===== src/rtl/word_uart_tx.sv =====
// word_uart_tx: drains 32-bit words from an upstream FIFO and sends each one
// as four 8N1 UART bytes, least significant byte first.
module word_uart_tx #(
    parameter int CLK_FREQ = 100000000,
    parameter int BAUD     = 115200
) (
    input  logic        clk,
    input  logic        rst,
    input  logic        en,
    input  logic        fifo_empty,
    input  logic [31:0] fifo_dout,
    output logic        fifo_rd_en,
    output logic        tx,
    output logic        busy,
    output logic [15:0] words_sent
);

    localparam int CPB    = CLK_FREQ / BAUD;
    localparam int BAUD_W = $clog2(CPB);

    typedef enum logic [2:0] {
        S_IDLE, S_REQ, S_LOAD, S_START, S_DATA, S_STOP
    } state_t;

    state_t              state_q, state_d;
    logic [BAUD_W-1:0]   baud_q, baud_d;
    logic [2:0]          bit_q, bit_d;
    logic [1:0]          idx_q, idx_d;
    logic [31:0]         word_q, word_d;
    logic [15:0]         words_sent_q, words_sent_d;
    logic                tx_q, tx_d;
    logic                rd_q, rd_d;
    logic                busy_q, busy_d;
    // Goes high one edge after reset release so the first fetch lands no
    // earlier than the second edge.
    logic                arm_q;

    logic                bit_end;

    assign bit_end    = (baud_q == BAUD_W'(CPB - 1));
    assign fifo_rd_en = rd_q;
    assign tx         = tx_q;
    assign busy       = busy_q;
    assign words_sent = words_sent_q;

    // Next-state logic; registered outputs are derived from the next state so
    // they line up exactly with the state they belong to.
    always_comb begin
        state_d      = state_q;
        baud_d       = baud_q;
        bit_d        = bit_q;
        idx_d        = idx_q;
        word_d       = word_q;
        words_sent_d = words_sent_q;

        case (state_q)
            S_IDLE: begin
                if (arm_q && en && !fifo_empty) state_d = S_REQ;
            end
            S_REQ: state_d = S_LOAD;
            S_LOAD: begin
                word_d  = fifo_dout;
                idx_d   = 2'd0;
                bit_d   = 3'd0;
                baud_d  = '0;
                state_d = S_START;
            end
            S_START: begin
                if (bit_end) begin
                    baud_d  = '0;
                    bit_d   = 3'd0;
                    state_d = S_DATA;
                end else begin
                    baud_d = baud_q + 1'b1;
                end
            end
            S_DATA: begin
                if (bit_end) begin
                    baud_d = '0;
                    if (bit_q == 3'd7) state_d = S_STOP;
                    else               bit_d   = bit_q + 3'd1;
                end else begin
                    baud_d = baud_q + 1'b1;
                end
            end
            S_STOP: begin
                if (bit_end) begin
                    baud_d = '0;
                    if (idx_q == 2'd3) begin
                        words_sent_d = words_sent_q + 16'd1;
                        state_d      = S_IDLE;
                    end else begin
                        idx_d   = idx_q + 2'd1;
                        state_d = S_START;
                    end
                end else begin
                    baud_d = baud_q + 1'b1;
                end
            end
            default: state_d = S_IDLE;
        endcase

        case (state_d)
            S_START: tx_d = 1'b0;
            S_DATA:  tx_d = word_d[{idx_d, bit_d}];
            default: tx_d = 1'b1;
        endcase
        rd_d   = (state_d == S_REQ);
        busy_d = (state_d != S_IDLE);
    end

    // State and output registers, cleared asynchronously.
    always_ff @(posedge clk or posedge rst) begin
        if (rst) begin
            state_q      <= S_IDLE;
            baud_q       <= '0;
            bit_q        <= 3'd0;
            idx_q        <= 2'd0;
            word_q       <= 32'd0;
            words_sent_q <= 16'd0;
            tx_q         <= 1'b1;
            rd_q         <= 1'b0;
            busy_q       <= 1'b0;
            arm_q        <= 1'b0;
        end else begin
            state_q      <= state_d;
            baud_q       <= baud_d;
            bit_q        <= bit_d;
            idx_q        <= idx_d;
            word_q       <= word_d;
            words_sent_q <= words_sent_d;
            tx_q         <= tx_d;
            rd_q         <= rd_d;
            busy_q       <= busy_d;
            arm_q        <= 1'b1;
        end
    end

endmodule


===== config.mk =====
export PLATFORM = sky130hd
export DESIGN_NAME = word_uart_tx
export DESIGN_NICKNAME = d
export VERILOG_FILES = /design/src/rtl/word_uart_tx.sv
export SDC_FILE = /design/constraint.sdc
export NUM_CORES = 1
export LEC_CHECK = 0
export CAP_MARGIN = 10
export CORE_ASPECT_RATIO = 0.75
export CORE_MARGIN = 8
export CORE_UTILIZATION = 50
export CTS_CLUSTER_SIZE = 30
export DETAILED_ROUTE_END_ITERATION = 6
export GPL_TIMING_DRIVEN = 0
export PLACE_DENSITY_LB_ADDON = 0.2
export SYNTH_ARGS = -nofsm -noshare
export SYNTH_HDL_FRONTEND = slang
export SYNTH_SLANG_ARGS = --single-unit

===== constraint.sdc =====
create_clock -name clk -period 3 [get_ports clk]
set_input_delay 0.3 -clock clk [delete_from_list [all_inputs] [get_ports clk]]
set_output_delay 0.3 -clock clk [all_outputs]
set_load 0.02 [all_outputs]

==> metrics.md, run 1 <==
| Metric | Value |
|---|---|
| Status | finished clean |
| R2R cell count | 10 |
| EDFF count, synth | 0 |
| Largest net degree at the start of global routing | 71 |
| Max Root-Sink Buffers | 2 |
| Setup_tns | 0 ps |
| Sequential area share after synthesis | 49.3% |
| DIE HEIGHT | 89.0 um |
| CP peak stage delay | 480 ps |
| Startpoint types | flop |
| Hpwl dp | 5.73 mm |
| Full die area | 10100 um2 |
| Ys flop type | dfrtp_1 |
| Crit path depth | 10 |
| Tcrit/Tclk final | 93.3% |
| Number of fillers in the final layout | 540 |
| # IOs | 55 |
| Fraction of registers with async set/reset | 100% |
| # rows | 26 |
| Main combinational cell family by area after synthesis | simple AND/OR/NAND/NOR gates |
| Synthesized-area fraction occupied by adder cells | 1.06% |
| Htree depth | 3 |
| Commonest cells in the netlist | 69 x dfrtp_1, 34 x mux2_2, 29 x nand2_1 |
| Via count | 2655 |
| Yosys cell types | 63 |
| Peak Freq | 357 MHz |
| WL final | 7.69 mm |
| TritonCTS clock tree | built |
| Req. time, crit path | 3270 ps |
| Tmin final | 2800 ps |
| TritonCTS Sinks | 70 |
| Most frequent cell after synthesis | dfrtp_1 |
| Slew Limit Fails | 0 |
| Initial Utilization | 51.8% |
| Critical path arrival | 3060 ps |
| Core ar. | 6860 um2 |
| Final setup violation count | 0 |
| Setup repair bufs after CTS | 0 |
| WP buf/inv | 1 |
| First-pass GRT wire length | 12.7 mm |
| Vias in the first global route | 2599 |
| Post-synth top area share | 48.6% |
| GRT Residual Overflow | 0 |
| Iter 0 DRT Violations | 112 |
| Mapped Avg Cell Area | 11.0 um2 |
| Reg area | 1750 um2 |
| Drt first pass iters | 4 |
| Synthesized flop and latch total | 70 |
| CTS Root Cell | clkbuf_8 |
| CP top delay family | simple AND/OR/NAND/NOR gates |
| Routability congestion estimate | 0.877 |
| Hold_ws | 466 ps |
| Synth warnings | 0 |
| Avg Vias per Cell | 5.42 |
| Worst-Margin Slew | 843 ps |
| Mapped Area | 3550 um2 |
| Max VDD drop | 0.294 mV |
| Crit-path max FO | 10 |
| Pleak | 1.87 nW |
| Synth Area in Compound Gates | 11.7% |
| Total CTS buffers | 9 |
| Area of the multi-input gates | 1670 um2 |
| Syn nets | 362 |
| Post-synth top area cell | dfrtp_1 |
| Antenna diodes | 0 |
| Max_slew headroom | 43.8% |
| Power Density | 433 nW/um2 |
| Kind of critical path | reg -> reg |
| Post-DRT Antenna Nets | 0 |
| Max cap viols | 0 |
| RSZ-0062 raised after global routing | false |
| Initial antenna violation count | 0 |
| Post-synthesis mux area share | 12.6% |
| CP endpoint kind | flop |
| Fin. Hold Viols | 0 |
| Clk_lat worst skew | 350 ps |
| Skew final | 10.4 ps |
| Drc violations | 0 |
| Final Non-Filler Cells | 490 |
| Die W | 113 um |
| Net count, final | 427 |
| GRT Overall Usage | 16.2% |
| Placed insts | 475 |
| Cells after Synth | 323 |
| Layout cells sized above 1 | 22.2% |
| Slowest stage cell, crit path | or4_1 |
| Synth Area in XOR/XNOR | 3.94% |
| Post-synthesis simple-gate area fraction | 17.5% |
| Clock slew at reported path FFs | 80 ps |
| Port Buffers | 54 |
| Crit path cell chain | ha_1 > and4b_1 > and4_4 > mux2i_2 > buf_6 > nor3_1 > or4_1 > a41oi_1 > o21bai_1 > a31oi_1 |
| Area delta synth->final | 25.1% |
| Hold Crit Class | in -> async |
| Wirelength per Cell | 15.7 um |
| Main area contributors after synthesis | dfrtp_1 49%, mux2_2 11%, nand2_1 3.1% |
timing repair:
action | CTS | global route
setup endpoints to repair | 0 | 2
resized for setup | 0 | 1
hold buffers | 0 | 0
hold endpoints to repair | 0 | 0
final cells by class:
type / count / share of cell area [%]
Clock inverter: 5 / 1.86
Clock buffer: 10 / 3.10
Buffer: 12 / 2.39
Tap cell: 98 / 2.76
Timing Repair Buffer: 54 / 12.2
Inverter: 7 / 0.704
Multi-Input combinational cell: 234 / 37.6
Sequential cell: 70 / 39.4
cell families (layout without fill, tap and decap cells):
kind of cell,Yosys count,in the layout
adder cells (fa/ha/maj),3,3
XOR/XNOR,16,16
other,1,1
flip-flops,70,70
AO/OA/AOI/OAI,60,60
AND/OR/NAND/NOR,114,114
buffers and inverters,19,88
multiplexers,40,40
report_power, final:
group | total [mW] | leakage [nW] | switching (mW) | internal, mW
clock | 0.846 | 0.113 | 0.357 | 0.489
combinational | 0.107 | 0.902 | 0.0438 | 0.0634
sequential | 0.970 | 0.859 | 0.00525 | 0.965
placed cells by master (no fill, tap or decap), types with 3 or more instances in the layout:
master | Yosys | routed
o21ai_0 | 20 | 20
xnor2_1 | 10 | 10
inv_1 | 6 | 5
and3_1 | 5 | 5
dfrtp_1 | 69 | 69
or4_1 | 5 | 5
or3_1 | 4 | 4
nand2_1 | 29 | 29
nand4_1 | 3 | 3
clkbuf_8 | 1 | 11
nand3_1 | 9 | 9
nor2_2 | 3 | 3
ha_1 | 3 | 3
buf_4 | 3 | 3
a41oi_1 | 3 | 3
mux2i_1 | 5 | 5
xor2_1 | 6 | 6
nor2_1 | 19 | 19
clkdlybuf4s50_1 | 0 | 54
buf_6 | 5 | 5
nor3_1 | 16 | 15
a21oi_1 | 16 | 16
mux2_2 | 34 | 34
flip-flops by register name, indices dropped and copies added, names as in the netlist:
register / flops
words_sent: 16
busy: 1
fifo_rd_en: 1
idx_q: 2
word_q: 32
bit_q: 3
state_q: 3
tx: 1
baud_q: 10
arm_q: 1
worst reg2reg max path: stages (launching register included):
cell      delay [ps]
dfrtp_1          380
ha_1             250
and4b_1          250
and4_4           260
mux2i_2          360
buf_6            190
nor3_1            60
or4_1            480
a41oi_1          230
o21bai_1          80
a31oi_1          170
stage by stage:
step / setup slack (ps) / instance area [um2] / power [mW] / util (%)
after global routing: 39.9 / 4450 / 2.00 / 64.8
after floorplan: 500 / 3550 / 1.03 / -
after global placement: -202 / 4220 / 1.09 / 61.4
after detailed placement: 173 / 4220 / 1.10 / 61.5
final: 201 / 4450 / 1.92 / 64.8
after CTS: 154 / 4440 / 1.94 / 64.7
final timing paths:
path | start | slack, ps | end
setup / recovery | baud_q[0] | 200 | tx
hold / removal | rst | 470 | words_sent[15]
setup reg to reg | baud_q[0] | 200 | tx
hold reg to reg | words_sent[15] | 490 | words_sent[15]
max in group asynchronous | rst | 1970 | word_q[8]
min in group clk | words_sent[15] | 490 | words_sent[15]
per-layer routing:
layer	up-vias	global-route usage, %	wire [um]
met5	-	0	0
met4	0	6.14	150
met3	14	6.55	539
met2	87	22.5	3100
met1	1257	21.9	3910
li1	1297	-	-
(Power assumes the default switching activity.)
==> inputs of run 2 (changes only) <==
- CTS_BUF_LIST: unset -> sky130_fd_sc_hd__clkbuf_4
- CTS_CLUSTER_DIAMETER: unset -> 40
==> run 2 against run 1 <==
Net effect: flip-flop and latch count is the same; largest power group unchanged; final cell count unchanged; die area unchanged; register-to-register slack worse by 30 ps; combinational power about the same; worst hold slack worse by 96 ps; fmax is 1.1% lower; largest cell class unchanged; first-iteration DRC count fell by 8.9%; sequential share of layout area up 0.60 points; power decreased by 8.7%; sequential power barely moved.
==> metrics.md, run 2 (synthesized netlist as in run 1, its figures left out) <==
| Metric | Value |
|---|---|
| Max VDD drop | 0.267 mV |
| Drt first pass iters | 5 |
| TritonCTS Sinks | 70 |
| Tmin final | 2830 ps |
| CP endpoint kind | flop |
| Slew Limit Fails | 0 |
| Most frequent cells in the layout | 69 x dfrtp_1, 54 x clkdlybuf4s50_1, 34 x mux2_2 |
| GRT Overall Usage | 16.3% |
| Clock slew at reported path FFs | 120 ps |
| Vias in the first global route | 2615 |
| RSZ-0062 raised after global routing | false |
| Routability congestion estimate | 0.877 |
| Die W | 113 um |
| Antenna diodes | 0 |
| Final setup violation count | 0 |
| Worst-Margin Slew | 842 ps |
| Core ar. | 6860 um2 |
| Area delta synth->final | 23.2% |
| Placed insts | 475 |
| Most common cell after layout, fill and taps aside | dfrtp_1 |
| Initial antenna violation count | 0 |
| Net count, final | 427 |
| Pleak | 1.85 nW |
| Worst Setup SP | baud_q[0] |
| # rows | 26 |
| Tcrit/Tclk final | 94.3% |
| Hold_ws | 370 ps |
| Max cap viols | 0 |
| Hpwl dp | 5.73 mm |
| WL final | 7.76 mm |
| Max reg flops | 32 |
| Crit-path max FO | 5 |
| Final core occ | 63.8% |
| CTS Root Cell | clkbuf_4 |
| Hold Crit Class | in -> async |
| # IOs | 55 |
| Layout cells sized above 1 | 21.9% |
| Setup repair bufs after CTS | 0 |
| Skew final | 17.1 ps |
| Largest net degree at the start of global routing | 71 |
| GRT Residual Overflow | 0 |
| Iter 0 DRT Violations | 102 |
| Critical path arrival | 3170 ps |
| Peak Freq | 353 MHz |
| Power Density | 401 nW/um2 |
| TritonCTS clock tree | built |
| RR Startpoint | baud_q[0] |
| Clk_lat worst skew | 430 ps |
| Max_slew headroom | 43.9% |
| Max Root-Sink Buffers | 2 |
| First-pass GRT wire length | 12.8 mm |
| Largest Register | word_q |
| Wirelength per Cell | 15.8 um |
| Kind of critical path | reg -> reg |
| Avg Vias per Cell | 5.42 |
| Status | finished clean |
| Final Non-Filler Cells | 490 |
| Via count | 2658 |
| Req. time, crit path | 3340 ps |
| Full die area | 10100 um2 |
| Total CTS buffers | 9 |
| Drc violations | 0 |
| Htree depth | 3 |
| Post-DRT Antenna Nets | 0 |
| Startpoint types | flop |
| DIE HEIGHT | 89.0 um |
| Initial Utilization | 51.8% |
| Port Buffers | 54 |
| Fin. Hold Viols | 0 |
==> run 2: final timing paths <==
| path | end | slack [ps] | cells after the start |
|---|---|---|---|
| setup / recovery | tx | 170 | 9 |
| hold / removal | word_q[15] | 370 | 2 |
| setup reg to reg | tx | 170 | 9 |
| hold reg to reg | words_sent[15] | 490 | 1 |
| max in group asynchronous | word_q[8] | 2050 | 2 |
| min in group clk | fifo_rd_en | 490 | 2 |
==> run 2: metal layers <==
metal  vias to the layer above  routed length [um]  GRT usage, %
met5                         -                   0             0
met4                         0                 117          6.39
met3                        13                 603          6.41
met2                        87                3190          22.8
met1                      1262                3840          22.1
li1                       1296                   -             -
==> run 2: power breakdown <==
part	switching, mW	internal, mW	leakage (nW)
combinational	0.0438	0.0634	0.902
sequential	0.00524	0.965	0.859
clock	0.344	0.334	0.0838
total	0.393	1.36	1.85
==> run 2: cell type report <==
cell class | count | area [um2]
Clock inverter | 6 | 86.3
Sequential cell | 70 | 1750
Buffer | 12 | 106
Clock buffer | 9 | 67.6
Inverter | 7 | 31.3
Tap cell | 98 | 123
Multi-Input combinational cell | 234 | 1670
Fill cell | 553 | 2480
Timing Repair Buffer | 54 | 541
==> run 2: repair_timing <==
item	CTS	global route
hold buffers	0	0
setup endpoints to repair	0	2
gates resized for setup	0	1
==> run 2: through the flow <==
stage          cell area [um2]  power (mW)  setup TNS (ps)  setup WS [ps]
2_1_floorplan             3550        1.03               0            500
5_1_grt                   4380        1.83               0           21.3
3_3_place_gp              4220        1.09          -13640           -202
6_report                  4380        1.76               0            170
4_1_cts                   4370        1.77               0            147
3_5_place_dp              4220        1.10               0            173
==> run 2: worst max-delay path, stage by stage (launching register included) <==
cell and delay, ps:
dfrtp_1 400, ha_1 250, and4b_1 250, and4_4 260, mux2i_2 360, nor3_1 90
or4_2 610, a41oi_1 260, o21bai_1 90, a31oi_1 180
==> inputs of run 3 (changes only) <==
- SETUP_SLACK_MARGIN: unset -> 0.5
==> run 3 against run 2 <==
Net effect: wire length increased by 5.1%; sequential share of layout area decreased by 2.1 points; worst setup slack improved by 230 ps; non-clock buffer count increased by 20; first-iteration DRC count increased by 64%; final cell count increased by 4.1%; register-to-register slack improved by 230 ps; critical path type unchanged; critical endpoint unchanged.
==> metrics.md, run 3 (synthesized netlist as in run 1, its figures left out) <==
| Metric | Value |
|---|---|
| CP top delay family | simple AND/OR/NAND/NOR gates |
| WP buf/inv | 1 |
| Die W | 113 um |
| Final WS setup | 405 ps |
| Setup_tns | 0 ps |
| Worst Setup SP | baud_q[1] |
| Peak Freq | 385 MHz |
| GRT Residual Overflow | 0 |
| Tot Pwr | 1.75 mW |
| Max reg flops | 32 |
| Startpoint types | flop |
| DIE HEIGHT | 89.0 um |
| Post-DRT Antenna Nets | 0 |
| Crit path cell chain | ha_2 > and4b_1 > and4_4 > mux2i_4 > buf_6 > nor3_1 > or4_4 > a41oi_2 > o21bai_1 > a31oi_1 |
| First-pass GRT wire length | 13.4 mm |
| Routability congestion estimate | 0.877 |
| Port Buffers | 54 |
| TritonCTS clock tree | built |
| Worst-Margin Slew | 835 ps |
| Skew final | 16.2 ps |
| Pleak | 1.98 nW |
| Status | finished clean |
| Hpwl dp | 5.73 mm |
| Largest net degree at the start of global routing | 71 |
| Max Root-Sink Buffers | 2 |
| Most frequent cells in the layout | 69 x dfrtp_1, 54 x clkdlybuf4s50_1, 34 x mux2_2 |
| Clock slew at reported path FFs | 120 ps |
| GRT Overall Usage | 17.0% |
| Max VDD drop | 0.265 mV |
| # rows | 26 |
| Net count, final | 447 |
| RR Startpoint | baud_q[1] |
| Internal cell power | 1.36 mW |
| Htree depth | 3 |
| CTS Root Cell | clkbuf_4 |
| RSZ-0062 raised after global routing | true |
| CP peak stage delay | 500 ps |
| CP endpoint kind | flop |
| R2r setup slk | 400 ps |
| Iter 0 DRT Violations | 167 |
| Core ar. | 6860 um2 |
| Switching Share | 22.1% |
| WL final | 8.15 mm |
| Slowest stage cell, crit path | or4_4 |
| Setup WS pre-CTS | 173 ps |
| Largest Register | word_q |
| Hold Buf Count CTS | 0 |
| Logic pwr share | 6.2% |
| Area delta synth->final | 29.8% |
| Total CTS buffers | 9 |
| Tcrit/Tclk final | 86.5% |
| Req. time, crit path | 3340 ps |
| P_sw | 0.387 mW |
| Clk pwr share | 38.3% |
| Max cap viols | 0 |
| Drc violations | 0 |
| Antenna diodes | 0 |
| Fin. Hold Viols | 0 |
| Hold Crit Class | in -> async |
| Area of the multi-input gates | 1750 um2 |
| Slew Limit Fails | 0 |
| Number of fillers in the final layout | 524 |
| Layout cells sized above 1 | 28.2% |
| Crit-path max FO | 4 |
| Initial antenna violation count | 0 |
| Clk_lat worst skew | 420 ps |
| TritonCTS Sinks | 70 |
| Most common cell after layout, fill and taps aside | dfrtp_1 |
| Wirelength per Cell | 16.0 um |
| Initial Utilization | 51.8% |
| Avg Vias per Cell | 5.49 |
| Register share of total power | 55.4% |
| Tmin final | 2600 ps |
| Vias in the first global route | 2712 |
| # IOs | 55 |
| Drt first pass iters | 6 |
| Full die area | 10100 um2 |
| Power Density | 379 nW/um2 |
| Kind of critical path | reg -> reg |
| Critical path arrival | 2930 ps |
| Max_slew headroom | 44.3% |
| Via count | 2799 |
| Reg area | 1750 um2 |
| Final setup violation count | 0 |
run 3: worst paths after layout:
path / to / cells past startpoint
worst max-delay path: tx / 10
worst min-delay path: word_q[15] / 2
worst max register to register: tx / 10
worst min register to register: words_sent[15] / 1
max in group asynchronous: word_q[8] / 2
min in group clk: fifo_rd_en / 2
run 3: metal layers:
layer	part of all wire (%)	GRT usage [%]	wire (um)
met3	6.7	6.34	544
met5	0	0	0
met2	44	25.1	3610
met1	48	22.5	3950
met4	0.52	5.90	42
run 3: layout make-up:
class,count,share of cell area [%]
Multi-Input combinational cell,234,38.0
Timing Repair Buffer,74,15.0
Sequential cell,70,38.0
Tap cell,98,2.66
Buffer,12,2.36
Clock buffer,9,1.46
Clock inverter,6,1.87
Inverter,7,0.678
run 3: power groups by stage:
stage	sequential (mW)	clock, mW	combinational, mW
after floorplan	0.987	0	0.0478
after global placement	0.988	0	0.105
after detailed placement	0.989	0	0.109
after CTS	0.971	0.689	0.111
after global routing	0.973	0.737	0.122
final	0.970	0.671	0.109
run 3: worst register-to-register path, delay by kind of cell, from the launching register on:
kind                       cells  cell delay (ps)
muxes                          1              310
buffers and inverters          1              140
and+or+nand+nor                4             1010
DFF                            1              380
adders and majority gates      1              210
AOI/OAI and AO/OA              3              470
run 3: metrics by stage:
step	area (um2)	std cells	hold slack [ps]	util [%]
3_3_place_gp	4220	475	462	61.4
5_1_grt	4620	510	446	67.2
6_report	4620	510	373	67.2
4_1_cts	4550	504	406	66.3
3_5_place_dp	4220	475	483	61.5
2_1_floorplan	3550	323	463	-
run 3: timing repair:
item / 4_1_cts / 5_1_grt
resized for setup: 17 / 3
setup buffers: 14 / 6
cloned: 0 / 0
endpoints found under the setup margin: 10 / 10
pin swaps: 16 / 5
